### config.mk
export PLATFORM = sky130hd
export DESIGN_NAME = tart_visibility_framer
export DESIGN_NICKNAME = d
export VERILOG_FILES = /design/src/rtl/tart_visibility_framer.sv
export SDC_FILE = /design/constraint.sdc
export NUM_CORES = 1
export LEC_CHECK = 0
export ABC_AREA = 1
export BUFFER_PORTS_ARGS = -buffer_cell sky130_fd_sc_hd__buf_4
export CAP_MARGIN = 20
export CORE_UTILIZATION = 55
export CTS_CLUSTER_SIZE = 20
export DETAILED_ROUTE_END_ITERATION = 10
export PLACE_DENSITY = 0.78
export REMOVE_ABC_BUFFERS = 1
export SETUP_SLACK_MARGIN = 0.1
export SYNTH_ARGS = -nofsm -noshare
export SYNTH_HDL_FRONTEND = slang
export SYNTH_SLANG_ARGS = --single-unit
### constraint.sdc
create_clock -name clock_i -period 2.1 [get_ports clock_i]
set_input_delay 0 -clock clock_i [delete_from_list [all_inputs] [get_ports clock_i]]
set_output_delay 0 -clock clock_i [all_outputs]
set_load 0.02 [all_outputs]
### src/rtl/tart_visibility_framer.sv
// tart_visibility_framer: frames correlator visibilities into a header/payload/XOR-checksum byte stream.
// Revision 1.0
`default_nettype none

module tart_visibility_framer #(
  parameter int          ACCUM  = 36,
  parameter int          TOTAL  = 540,
  parameter int          NBITS  = 10,
  parameter logic [7:0]  HEADER = 8'hA5
) (
  input  logic             clock_i,
  input  logic             reset_i,
  input  logic             enable_i,
  input  logic [ACCUM-1:0] vis_revis_i,
  input  logic [ACCUM-1:0] vis_imvis_i,
  input  logic             vis_valid_i,
  output logic             vis_ready_o,
  input  logic             vis_last_i,
  output logic [7:0]       m_tdata_o,
  output logic             m_tvalid_o,
  input  logic             m_tready_i,
  output logic             m_tlast_o,
  output logic [7:0]       frame_count_o,
  output logic             len_err_o,
  output logic             busy_o
);

  localparam int BYTES = (ACCUM + 7) / 8;
  localparam int CW    = 8 * BYTES;
  localparam int BCW   = $clog2(2 * BYTES + 1);

  typedef enum logic [2:0] {
    IDLE = 3'd0,
    HDR  = 3'd1,
    LOAD = 3'd2,
    DATA = 3'd3,
    CSUM = 3'd4
  } state_t;

  state_t              state;
  logic [2*CW-1:0]     shreg;
  logic                last_held;
  logic                hdr_second;
  logic [NBITS-1:0]    index;
  logic [7:0]          csum;
  logic [BCW-1:0]      bcnt;

  logic                xfer;
  logic                at_total;
  logic [CW-1:0]       re_ext;
  logic [CW-1:0]       im_ext;

  assign xfer     = m_tvalid_o & m_tready_i;
  assign at_total = (index == NBITS'(TOTAL));
  assign re_ext   = CW'($signed(vis_revis_i));
  assign im_ext   = CW'($signed(vis_imvis_i));

  always_ff @(posedge clock_i) begin
    if (reset_i) begin
      state         <= IDLE;
      vis_ready_o   <= 1'b0;
      m_tvalid_o    <= 1'b0;
      m_tlast_o     <= 1'b0;
      m_tdata_o     <= 8'd0;
      frame_count_o <= 8'd0;
      len_err_o     <= 1'b0;
      busy_o        <= 1'b0;
      index         <= '0;
      csum          <= 8'd0;
      shreg         <= '0;
      last_held     <= 1'b0;
      hdr_second    <= 1'b0;
      bcnt          <= '0;
    end else begin
      case (state)
        IDLE: begin
          if (enable_i && vis_valid_i) begin
            state      <= HDR;
            m_tvalid_o <= 1'b1;
            m_tdata_o  <= HEADER;
            hdr_second <= 1'b0;
            busy_o     <= 1'b1;
          end
        end
        HDR: begin
          if (xfer) begin
            csum <= csum ^ m_tdata_o;
            if (!hdr_second) begin
              m_tdata_o  <= frame_count_o;
              hdr_second <= 1'b1;
            end else begin
              m_tvalid_o <= 1'b0;
              state      <= LOAD;
            end
          end
        end
        // Ready rises one cycle after entering LOAD and drops right after the capture.
        LOAD: begin
          if (!vis_ready_o) begin
            vis_ready_o <= 1'b1;
          end else if (vis_valid_i) begin
            vis_ready_o <= 1'b0;
            shreg       <= {im_ext, re_ext} >> 8;
            m_tdata_o   <= re_ext[7:0];
            m_tvalid_o  <= 1'b1;
            last_held   <= vis_last_i;
            bcnt        <= '0;
            if (!at_total) index <= index + 1'b1;
            state       <= DATA;
          end
        end
        DATA: begin
          if (xfer) begin
            csum <= csum ^ m_tdata_o;
            if (bcnt == BCW'(2 * BYTES - 1)) begin
              if (last_held || at_total) begin
                len_err_o <= len_err_o | (last_held != at_total);
                m_tdata_o <= csum ^ m_tdata_o;
                m_tlast_o <= 1'b1;
                state     <= CSUM;
              end else begin
                m_tvalid_o <= 1'b0;
                state      <= LOAD;
              end
            end else begin
              m_tdata_o <= shreg[7:0];
              shreg     <= shreg >> 8;
              bcnt      <= bcnt + 1'b1;
            end
          end
        end
        CSUM: begin
          if (xfer) begin
            m_tvalid_o    <= 1'b0;
            m_tlast_o     <= 1'b0;
            frame_count_o <= frame_count_o + 8'd1;
            index         <= '0;
            csum          <= 8'd0;
            busy_o        <= 1'b0;
            state         <= IDLE;
          end
        end
        default: state <= IDLE;
      endcase
    end
  end

endmodule

`default_nettype wire

# Word level (Yosys, flattened, before mapping)
# Cells that the tools add are included.
[totals]
input_bits = 78
output_inout_bits = 21
register_bits = 128
[op_classes]
bitwise_logic = 3
addsub = 3
eq_ne = 22
n_mux = 57
reduce_logical = 24
[ops]
columns = ["cell", "count"]
rows = [
  ["2-to-1 mux 80 bit", 4],
  ["case mux 80 bit (2 select lines)", 1],
  ["2-to-1 mux 8 bit", 10],
  ["2-to-1 mux 10 bit", 4],
  ["case mux 8 bit (4 select lines)", 1],
  ["2-to-1 mux 3 bit", 9],
  ["inequality test 2 bit (second input constant)", 13],
  ["case mux 10 bit (2 select lines)", 1],
  ["2-to-1 mux 1 bit", 16],
  ["2-to-1 mux 4 bit", 4],
  ["case mux 8 bit (2 select lines)", 1],
  ["AND reduction 8 bit", 2],
  ["case mux 3 bit (5 select lines)", 1],
  ["AND reduction 5 bit", 3],
  ["AND reduction 3 bit", 4],
  ["nonzero test 2 bit", 6],
  ["adder 10 x 1 -> 10 bit (second input constant)", 1],
  ["equality test 10 bit (second input constant)", 1],
  ["AND reduction 10 bit", 1],
  ["adder 8 x 1 -> 8 bit (second input constant)", 1],
  ["case mux 4 bit (2 select lines)", 1],
  ["bitwise XOR 8 bit", 1],
  ["equality test 3 x 2 -> 1 bit (second input constant)", 2],
  ["case mux 1 bit (2 select lines)", 3],
  ["other kinds (18)", 18],
]

# Depth between registers and ports, before layout
[depth]
ltp_word = 6
depth_mapped = 13
mapped_depth_nobuf = 13

# Least setup slack after synthesis
# Ideal clock, no wire load.
[synth_path]
kind = "flip-flop to flip-flop"
start = "register index[0]"
end = "register m_tdata_o[6]"
synth_period_minus_slack_ps = 1688
path_slack_ps = 412
path_buffers = 0
t_arrival_ps = 1616
path_stages_with_launch = 12
cell_sequence = "dfxtp_1 inv_1 ha_1 nand2_1 nor2_1 nand3b_1 ha_1 nand3_1 nand3_1 nor2_2 nand2_1 a21oi_1"
[synth_between]
elab_chain_len = 4
[synth_rtl]
columns = ["item", "line", "source"]
rows = [
  ["start: declaration", "44", "logic [NBITS-1:0] index;"],
  ["start signal: assignment", "108", "if (!at_total) index <= index + 1'b1;"],
  ["equality test 10 bit", "54", "assign at_total = (index == NBITS'(TOTAL));"],
  ["logical OR 1 bit", "116", "if (last_held || at_total) begin"],
  ["inequality test 3 bit (no line)", "-", ""],
  ["AND reduction 8 bit (no line)", "-", ""],
  ["end signal: assignment", "89", "m_tdata_o <= frame_count_o;"],
  ["end signal: assignment", "118", "m_tdata_o <= csum ^ m_tdata_o;"],
  ["end signal: assignment", "126", "m_tdata_o <= shreg[7:0];"],
  ["end: declaration", "19", "output logic [7:0] m_tdata_o,"],
]
# Every way passes these cells.
# A chain may end at the register's enable or synchronous reset.

# Worst setup path in the final report
[layout_path]
start = "register state[1]"
end = "register shreg[65]"
[layout_between]
elab_chain_len = 3
elab_cells_between_ends = 9
[layout_rtl]
columns = ["item", "line", "source"]
rows = [
  ["start: declaration", "40", "state_t state;"],
  ["start signal: assignment", "60", "state <= IDLE;"],
  ["start signal: assignment", "78", "state <= HDR;"],
  ["start signal: assignment", "93", "state <= LOAD;"],
  ["equality test 3 x 2 -> 1 bit", "75", "case (state)"],
  ["inequality test 2 bit (no line) / nonzero test 2 bit (equally long branches)", "-", ""],
  ["AND reduction 5 bit (no line)", "-", ""],
  ["end signal: assignment", "103", "shreg <= {im_ext, re_ext} >> 8;"],
  ["end signal: assignment", "127", "shreg <= shreg >> 8;"],
  ["end: declaration", "41", "logic [2*CW-1:0] shreg;"],
]
# Parallel ways exist; a longest one is shown, timed or not.

==> results.md <==
* Relative slew slack at 55.8%
* Overall track demand over capacity in global routing at 30.8%
* # fillers at 738
* Setup slack on the worst flop-to-flop path at 0.17 ns
* Ports at 99
* Data required time at the worst endpoint at 2.56 ns
* Post-placement cell count at 1101
* Area share of the largest cell type after synthesis at 39.5%
* Final standard cell count with taps included and fillers excluded at 1214
* Number of endpoints failing setup at the final stage at 0
* Final Net Count at 1150
* Result of the run: finished clean
* Final-report max-slew violation count at 0
* Combined area of the multi-input logic cells at 3130 um2
* Clock Skew at 0.0123 ns
* Pin count of the biggest net entering global routing at 61
* Count of final hold-check violations at 0
* Non-Filler Cell Area, Final at 8080 um2
* Critical Path Source Type: flip-flop
* CTS buffer count at 17
* Initial cell density of the core at 57.0%
* Count of mapped cells out of synthesis at 897
* Routed Antenna Nets at 0
* Beginning of the worst register-to-register path: state[1]
* Placed wire-length estimate at 9.26 mm
* Height of the die at 105 um
* Transition time of the tightest slew-check pin at 0.661 ns
* Worst hold slack at 0.0334 ns
* Aggregate negative setup slack at 0 ns
* Leakage power of the design at 3.82 nW
* Sequential cell area fraction in the yosys report at 39.5%
* Length of the first detailed-routing pass in iterations at 5
* Netlist area before placement at 5880 um2
* Highest attainable clock frequency at 519 MHz
* Start-to-end type of the worst setup path: reg -> reg
* Hold endpoint: state[2]
* Layout cells sized above 1 at 17.1%
* Start point of the worst hold path: m_tready_i
* Worst vdd ir at 516 uV
* Number of antenna repair diodes at 0
* Core outline area at 10300 um2
* Clock sink count at 116
* Chip width at 105 um
* Global-route wire length before repair at 27.4 mm
* Largest area contributor in the netlist: sky130_fd_sc_hd__dfxtp_1
* Worst Hold Depth at 4
* Yosys synthesis warning count at 0
* Number of H-tree levels at 4
* Cell chosen for the clock root: sky130_fd_sc_hd__clkbuf_8
* Via count of the routed design at 6254
* Number of input and output port buffers inserted at 98
* Reported max-cap violation count at 0
* Number of flip-flops and latches in the synthesized netlist at 116
* Clock tree from TritonCTS: yes
* Synth top area cells: sky130_fd_sc_hd__dfxtp_1, sky130_fd_sc_hd__nand2_1, sky130_fd_sc_hd__nor2_1
* DRC marker count from the first detailed-route iteration at 422
* Crit. End Element: flip-flop
* Detail-routed net length per standard cell at 13.7 um
* Total global routing overflow at 0
* Number of remaining DRC errors at 0
* Skew-Pair Late Insertion Delay at 0.52 ns
* Crit path launch: state[1]
* Routability congestion estimate at 0.870
* Worst reg2reg endpoint: shreg[65]
* Arrival time reported for the critical path endpoint at 2.38 ns
* Placement Rows at 37
* Final worst path period share at 91.7%
* RSZ-0062 raised after global routing: false
* Hold Path Class: in -> reg
* Maximum number of buffers from clock root to sink at 2
* Minimum clock period after layout at 1.93 ns
* Die ar. at 11100 um2
* FF-to-FF path depth at 6
* Number of distinct standard cells referenced by the synthesized netlist at 33
* Antenna violations before repair at 0
* Flip-flop and latch area at 2320 um2
* Clock transition at the registers of the reported paths at 0.06 ns
* Power density relative to cell area at 922 nW/um2
* Layout overhead on the synthesized area at 37.4%
* Total placed instance area at 6670 um2
* Total Power Consumption at 7.45 mW
* Vias in the first global route at 5970
* Via count normalized by instance count at 5.15
* Maximum fanout along the worst path at 7
* Aggregate routed wire length at 16.6 mm
* Post-synthesis area per instance at 6.56 um2
cell usage after synthesis:
cell                       count
sky130_fd_sc_hd__a21oi_1      38
sky130_fd_sc_hd__a21oi_2       6
sky130_fd_sc_hd__a31oi_1       2
sky130_fd_sc_hd__buf_2        19
sky130_fd_sc_hd__buf_4         2
sky130_fd_sc_hd__buf_6         9
sky130_fd_sc_hd__clkbuf_1     13
sky130_fd_sc_hd__clkinv_1      1
sky130_fd_sc_hd__dfxtp_1     116
sky130_fd_sc_hd__ha_1          7
sky130_fd_sc_hd__inv_1        41
sky130_fd_sc_hd__inv_2         3
sky130_fd_sc_hd__inv_6         1
sky130_fd_sc_hd__nand2_1     293
sky130_fd_sc_hd__nand2_2      11
sky130_fd_sc_hd__nand2_4       2
sky130_fd_sc_hd__nand3_1      39
sky130_fd_sc_hd__nand3_2       3
sky130_fd_sc_hd__nand3b_1      1
sky130_fd_sc_hd__nand4_1       5
sky130_fd_sc_hd__nor2_1      175
sky130_fd_sc_hd__nor2_2        3
sky130_fd_sc_hd__nor2_4        4
sky130_fd_sc_hd__nor2_8        1
sky130_fd_sc_hd__nor3_1        4
sky130_fd_sc_hd__nor3b_1       1
sky130_fd_sc_hd__o211a_1       2
sky130_fd_sc_hd__o211ai_1      2
sky130_fd_sc_hd__o21ai_0      77
sky130_fd_sc_hd__o31ai_1       1
sky130_fd_sc_hd__or2_2         2
sky130_fd_sc_hd__xnor2_1       6
sky130_fd_sc_hd__xor2_1        7
how the worst max path moves through the flow:
| stage | slack, ns | endpoint |
|---|---|---|
| after floorplan | -0.45 | shreg[27] |
| after global placement | 0.29 | shreg[70] |
| after detailed placement | 0.25 | shreg[36] |
| after CTS | 0.17 | shreg[65] |
| after global routing | 0.09 | shreg[65] |
| final | 0.17 | shreg[65] |
power breakdown:
part	total (mW)	switching [mW]	internal, mW
sequential	2.81	0.231	2.58
combinational	1.78	1.07	0.711
clock	2.86	1.10	1.77
total	7.45	2.40	5.05
state kept, by name, indices dropped and copies added, names as in the netlist, 3 cells and up:
name and cells:
index 10, m_tdata_o 8, bcnt 4, csum 8
frame_count_o 8, shreg 68, state 3
repair_timing:
action	in CTS	in global routing
buffers inserted	0	3
hold buffers	78	0
resized for setup	0	4
endpoints found under the setup margin	0	17
hold endpoints to repair	79	0
critical path, cell delays in order, from the launching register on:
cell                            delay, ns
sky130_fd_sc_hd__dfxtp_1             0.51
sky130_fd_sc_hd__buf_4               0.21
sky130_fd_sc_hd__nand2_2             0.09
sky130_fd_sc_hd__nor2_4              0.26
sky130_fd_sc_hd__nand2_1             0.09
sky130_fd_sc_hd__dlygate4sd3_1       0.58
sky130_fd_sc_hd__a21oi_2             0.13
cell usage in the layout (no fill, tap or decap), types with 6 or more instances in the layout:
master / n
sky130_fd_sc_hd__a21oi_1: 38
sky130_fd_sc_hd__a21oi_2: 6
sky130_fd_sc_hd__buf_4: 108
sky130_fd_sc_hd__clkbuf_16: 16
sky130_fd_sc_hd__clkinv_4: 6
sky130_fd_sc_hd__dfxtp_1: 116
sky130_fd_sc_hd__dlygate4sd3_1: 78
sky130_fd_sc_hd__ha_1: 7
sky130_fd_sc_hd__inv_1: 41
sky130_fd_sc_hd__nand2_1: 293
sky130_fd_sc_hd__nand2_2: 11
sky130_fd_sc_hd__nand3_1: 39
sky130_fd_sc_hd__nor2_1: 174
sky130_fd_sc_hd__o21ai_0: 77
sky130_fd_sc_hd__xnor2_1: 6
sky130_fd_sc_hd__xor2_1: 7
metrics by stage:
step | utilization, % | setup WS (ns)
after floorplan | - | -0.450
after global placement | 64.6 | 0.293
after detailed placement | 64.6 | 0.249
after CTS | 77.9 | 0.171
after global routing | 78.3 | 0.0950
final | 78.3 | 0.175
final cells by class:
type / count / share of cell area (%)
timing repair buffer: 192 / 21.0
inverter: 46 / 2.20
clock buffer: 19 / 5.46
tap: 136 / 2.11
multi-input combinational: 692 / 38.7
sequential: 116 / 28.7
clock inverter: 13 / 1.84
metal layers:
metal	share of wire, %	up-vias	GRT usage, %
li1	-	3172	-
met1	42	2820	36.7
met4	2.7	0	11.9
met3	5.2	41	5.50
met2	50	221	54.8
met5	0	-	0
logic make-up after synthesis:
group	share of synthesized area [%]
AOI/OAI and AO/OA	11.6
DFF	39.5
xor gates and xnor gates	1.94
and+or+nand+nor	38.0
adders and majority gates	1.49
buffers and inverters	7.45
No activity file was read; power rests on OpenSTA's default activity.
